File: src/rtl/pcm_frame_mixer.sv
// pcm_frame_mixer: buffers one PCM sample per channel and averages the enabled channels
// once per sample tick. Define PCM_FRAME_MIXER_GAIN_EN to add a saturating 2-bit output gain.
module pcm_frame_mixer #(
   parameter int NUM_CH  = 8,
   parameter int CLK_DIV = 6250
) (
   input  logic                clk,
   input  logic                rst_n,
   input  logic [NUM_CH*8-1:0] in_pcm,
   input  logic [NUM_CH-1:0]   in_vld,
   output logic [NUM_CH-1:0]   in_rdy,
   input  logic [NUM_CH-1:0]   ch_en,
`ifdef PCM_FRAME_MIXER_GAIN_EN
   input  logic [1:0]          gain,
`endif
   output logic [7:0]          out_sample,
   output logic                out_strobe
);
   localparam int LOG2_CH = $clog2(NUM_CH);
   localparam int SUM_W   = 8 + LOG2_CH;
   localparam int CNT_W   = $clog2(CLK_DIV);
   localparam logic [CNT_W-1:0] CNT_LAST = CNT_W'(CLK_DIV - 1);

   logic [CNT_W-1:0]   div_cnt_reg;
   logic               tick;
   logic [7:0]         hold_next [NUM_CH];
   logic [7:0]         term      [NUM_CH];
   logic [SUM_W-1:0]   sum_next;
   logic [7:0]         mix;
   logic [LOG2_CH-1:0] sum_frac_unused;
   logic [7:0]         out_next;
   logic [7:0]         out_sample_reg;
   logic               out_strobe_reg;

   assign tick = (div_cnt_reg == CNT_LAST);

   always_ff @(posedge clk or negedge rst_n) begin
      if (!rst_n)
         div_cnt_reg <= '0;
      else if (tick)
         div_cnt_reg <= '0;
      else
         div_cnt_reg <= div_cnt_reg + CNT_W'(1);
   end

   for (genvar gi = 0; gi < NUM_CH; gi++) begin : g_ch
      logic [7:0] slot_reg;
      logic [7:0] hold_reg;
      logic       slot_full_reg;
      logic       take;

      // Only a sample that was already waiting moves to hold; one arriving on the tick waits a frame.
      assign take = tick & slot_full_reg;

      always_ff @(posedge clk or negedge rst_n) begin
         if (!rst_n) begin
            slot_reg      <= 8'h00;
            hold_reg      <= 8'h80;
            slot_full_reg <= 1'b0;
         end else if (take) begin
            hold_reg      <= slot_reg;
            slot_full_reg <= 1'b0;
         end else if (in_vld[gi] & in_rdy[gi]) begin
            slot_reg      <= in_pcm[8*gi +: 8];
            slot_full_reg <= 1'b1;
         end
      end

      assign in_rdy[gi]    = rst_n & ~slot_full_reg;
      assign hold_next[gi] = take ? slot_reg : hold_reg;
      assign term[gi]      = ch_en[gi] ? hold_next[gi] : 8'h80;
   end

   always_comb begin
      sum_next = '0;
      for (int i = 0; i < NUM_CH; i++)
         sum_next = sum_next + SUM_W'(term[i]);
   end

   assign {mix, sum_frac_unused} = sum_next;

`ifdef PCM_FRAME_MIXER_GAIN_EN
   logic signed [8:0]  centred;
   logic signed [11:0] gained;
   logic [7:0]         clamped;

   // Work around the 0x80 midpoint so the shift scales symmetrically, then saturate.
   always_comb begin
      centred = $signed({1'b0, mix}) - 9'sd128;
      gained  = $signed({{3{centred[8]}}, centred}) <<< gain;
      if (gained > 12'sd127)
         clamped = 8'h7F;
      else if (gained < -12'sd128)
         clamped = 8'h80;
      else
         clamped = gained[7:0];
      out_next = clamped + 8'h80;
   end
`else
   assign out_next = mix;
`endif

   always_ff @(posedge clk or negedge rst_n) begin
      if (!rst_n) begin
         out_sample_reg <= 8'h80;
         out_strobe_reg <= 1'b0;
      end else begin
         out_strobe_reg <= tick;
         if (tick)
            out_sample_reg <= out_next;
      end
   end

   assign out_sample = out_sample_reg;
   assign out_strobe = out_strobe_reg;

endmodule

File: config.mk
export PLATFORM = sky130hd
export DESIGN_NAME = pcm_frame_mixer
export DESIGN_NICKNAME = d
export VERILOG_FILES = /design/src/rtl/pcm_frame_mixer.sv
export SDC_FILE = /design/constraint.sdc
export NUM_CORES = 1
export LEC_CHECK = 0
export CORE_ASPECT_RATIO = 1.5
export CORE_UTILIZATION = 45
export DETAILED_ROUTE_END_ITERATION = 10
export GPL_ROUTABILITY_DRIVEN = 0
export PLACE_DENSITY = 0.67
export REMOVE_ABC_BUFFERS = 1
export SYNTH_ARGS = -nofsm -noshare
export SYNTH_HDL_FRONTEND = slang
export SYNTH_SLANG_ARGS = --single-unit
File: constraint.sdc
create_clock -name clk -period 13.7 [get_ports clk]
set_input_delay 2.74 -clock clk [delete_from_list [all_inputs] [get_ports clk]]
set_output_delay 2.74 -clock clk [all_outputs]
set_load 0.02 [all_outputs]
==> impl_metrics.yaml <==
global_route:
  grt_usage: 0.202
  grt_pass1_vias: 5584
  grt_pass1_wl_um: 28600
  antenna_found_initial: 0
  grt_max_degree: 69
  grt-ovfl-total: 0
die:
  die_y_um: 166
  row_count: 59
  pin_count: 99
  fp.dieW_um: 111
  core_um2: 17400
  start_util: 0.463
  die_area_um2: 18500
finish:
  area.growth.synth_to_final_pct: 22.2
  instances_no_fill: 947
  final_cell_area_um2: 9870
  nFillCells: 1450
  drive_above_1_share: 0.252
  layout.nets: 861
  final_cell_mix: "dfrtp_1, mux2_2, clkdlybuf4s50_1"
  final_common_cell: "dfrtp_1"
  num_antenna_cells: 0
sta:
  max_freq_mhz: 134
  setup_ws_ns: 6.24
  setup_tns_ns: 0
  hold_viol_final: 0
  rsz0062_at_grt: "false"
  finClkSkew_ns: 0.0121
  fin_crit_sh: 0.545
  tightestPinTransition_ns: 0.766
  slew_headroom: 0.489
  report.final.slew_viol_count: 0
  finalSetupViolCount: 0
  layout_min_cycle_time_ns: 7.46
logic_synthesis:
  ys_seq_area_frac: 0.491
  synth_edf_count: 0
  synth_seq_cells: 158
  synth.distinct_cells: 47
  async_flop_share: 1.00
  synth.avg_cell_area_um2: 13.3
  synth_area_um2: 8070
  synth_cells: 608
  synth_flop_cell: "dfrtp_1"
  synth-warning-count: 0
  synth_top_area_cell: "dfrtp_1"
  synth_top_area_frac: 0.462
  yosys-top-cells-area: "dfrtp_1, mux2_2, fa_1"
route:
  drtIter0Drc: 202
  firstDrtPassIters: 9
  vias: 4816
  wl_per_cell_um: 17.8
  vias_per_cell: 5.09
  final_antenna_net_count: 0
  routed_wl_um: 16900
  drcViolationCount: 12
clocking:
  clock_sinks: 158
  clkLatencyLatePin_ns: 0.42
  clk_pin_slew_ns: 0.06
  cts_buffers: 17
  clock_path_buffers: 2
  hold_buffers: 0
  cts_max_level: 4
  clock-root-buffer: "clkbuf_16"
  ctsResizeCount: 0
  cts_post_setup_buffers_inserted: 0
  cts_tree: "built"
setup_path:
  cp-end-kind: "output pin"
  r2r_cells: 17
  arrival_ns: 4.72
  reg2reg_from: "div_cnt_reg[1]"
  crit_end: "in_rdy[5]"
  criticalPathCategory: "in2out"
  crit_path_start_kind: "input pin"
  r2r_end: "out_sample[7]"
  reg2reg_slack_ns: 7.69
  crit_path_max_fanout: 68
  worst-endpoint-required_ns: 10.96
  crit_start: "rst_n"
power_and_ir_drop:
  powerDensity_nw_per_um2: 102
  p_total_mw: 1.01
  p_leak_nw: 4.79
  peakVddDrop_v: 0.0000770
placed_design:
  port_buffers: 98
  place_ws_ns: 6.19
  place_area_um2: 9290
  hpwl_um: 13000
  dp_cells: 915
flow_run:
  drv_cap: 0
status:
  status: "finished, violations left"
  violations: "design-rule violations"
worst_hold_path:
  hp-start: "g_ch[3].hold_reg[6]"
  hold_class: "reg2reg"
==> area by class of cell <==
cell class | instances | area, um2 | share of cell area
Inverter | 57 | 214 | 0.0217
Tap cell | 213 | 267 | 0.0270
Timing Repair Buffer | 100 | 997 | 0.101
Clock inverter | 11 | 118 | 0.0119
Clock buffer | 21 | 460 | 0.0467
Sequential cell | 158 | 3970 | 0.402
Multi-Input combinational cell | 387 | 3850 | 0.390
==> power by group <==
| part | internal (mW) | leakage [nW] | total [mW] | switching, mW |
|---|---|---|---|---|
| logic | 0.0370 | 2.46 | 0.0690 | 0.0320 |
| registers | 0.474 | 2.05 | 0.478 | 0.00422 |
| clock network | 0.277 | 0.283 | 0.460 | 0.183 |
==> Yosys cell counts, drive strengths merged, types with 4 or more instances <==
| cell type | n |
|---|---|
| a21oi | 6 |
| and2 | 47 |
| buf | 4 |
| dfrtp | 149 |
| dfstp | 9 |
| fa | 46 |
| ha | 12 |
| inv | 57 |
| mux2 | 128 |
| nand2 | 48 |
| nand3 | 7 |
| nand4 | 13 |
| nor2 | 8 |
| nor2b | 10 |
| o21ai | 6 |
| or2 | 10 |
| xnor2 | 4 |
| xor2 | 7 |
==> worst min path at each step <==
stage                                endpoint  slack, ns  cells past startpoint
after floorplan           g_ch[0].hold_reg[0]       0.47                      1
after global placement    g_ch[7].hold_reg[4]       0.47                      1
after detailed placement  g_ch[1].hold_reg[2]       0.48                      1
after CTS                 g_ch[1].hold_reg[2]       0.49                      1
after global routing      g_ch[1].hold_reg[2]       0.51                      1
final                     g_ch[3].hold_reg[6]       0.49                      1
==> metrics by stage <==
step | hold WS [ns] | utilization
3_5_place_dp | 0.482 | 0.533
4_1_cts | 0.494 | 0.567
2_1_floorplan | 0.465 | -
5_1_grt | 0.510 | 0.567
6_report | 0.491 | 0.567
3_3_place_gp | 0.474 | 0.533
==> kinds of logic (layout without fill, tap and decap cells) <==
kind of cell               count (synthesis)  in the layout  synth area share
and+or+nand+nor                          162            162             0.127
DFF                                      158            158             0.491
muxes                                    129            129             0.183
buffers and inverters                     63            189            0.0322
adders and majority gates                 58             58             0.133
AOI/OAI and AO/OA                         27             27            0.0228
xor gates and xnor gates                  11             11            0.0119
==> routing by layer <==
layer  GRT usage  vias to the layer above  wire length, um
li1            -                     2263                -
met1       0.233                     2435             6650
met2       0.363                       93             9180
met3      0.0449                       25              565
met4      0.0805                        0              494
met5           0                        -                0
==> worst max-delay path, stage by stage <==
cell and delay [ns]:
buf_6 0.45, buf_4 0.61, nor2b_1 0.24, clkdlybuf4s50_1 0.63
Note: power is estimated with default switching activity, not from simulation.
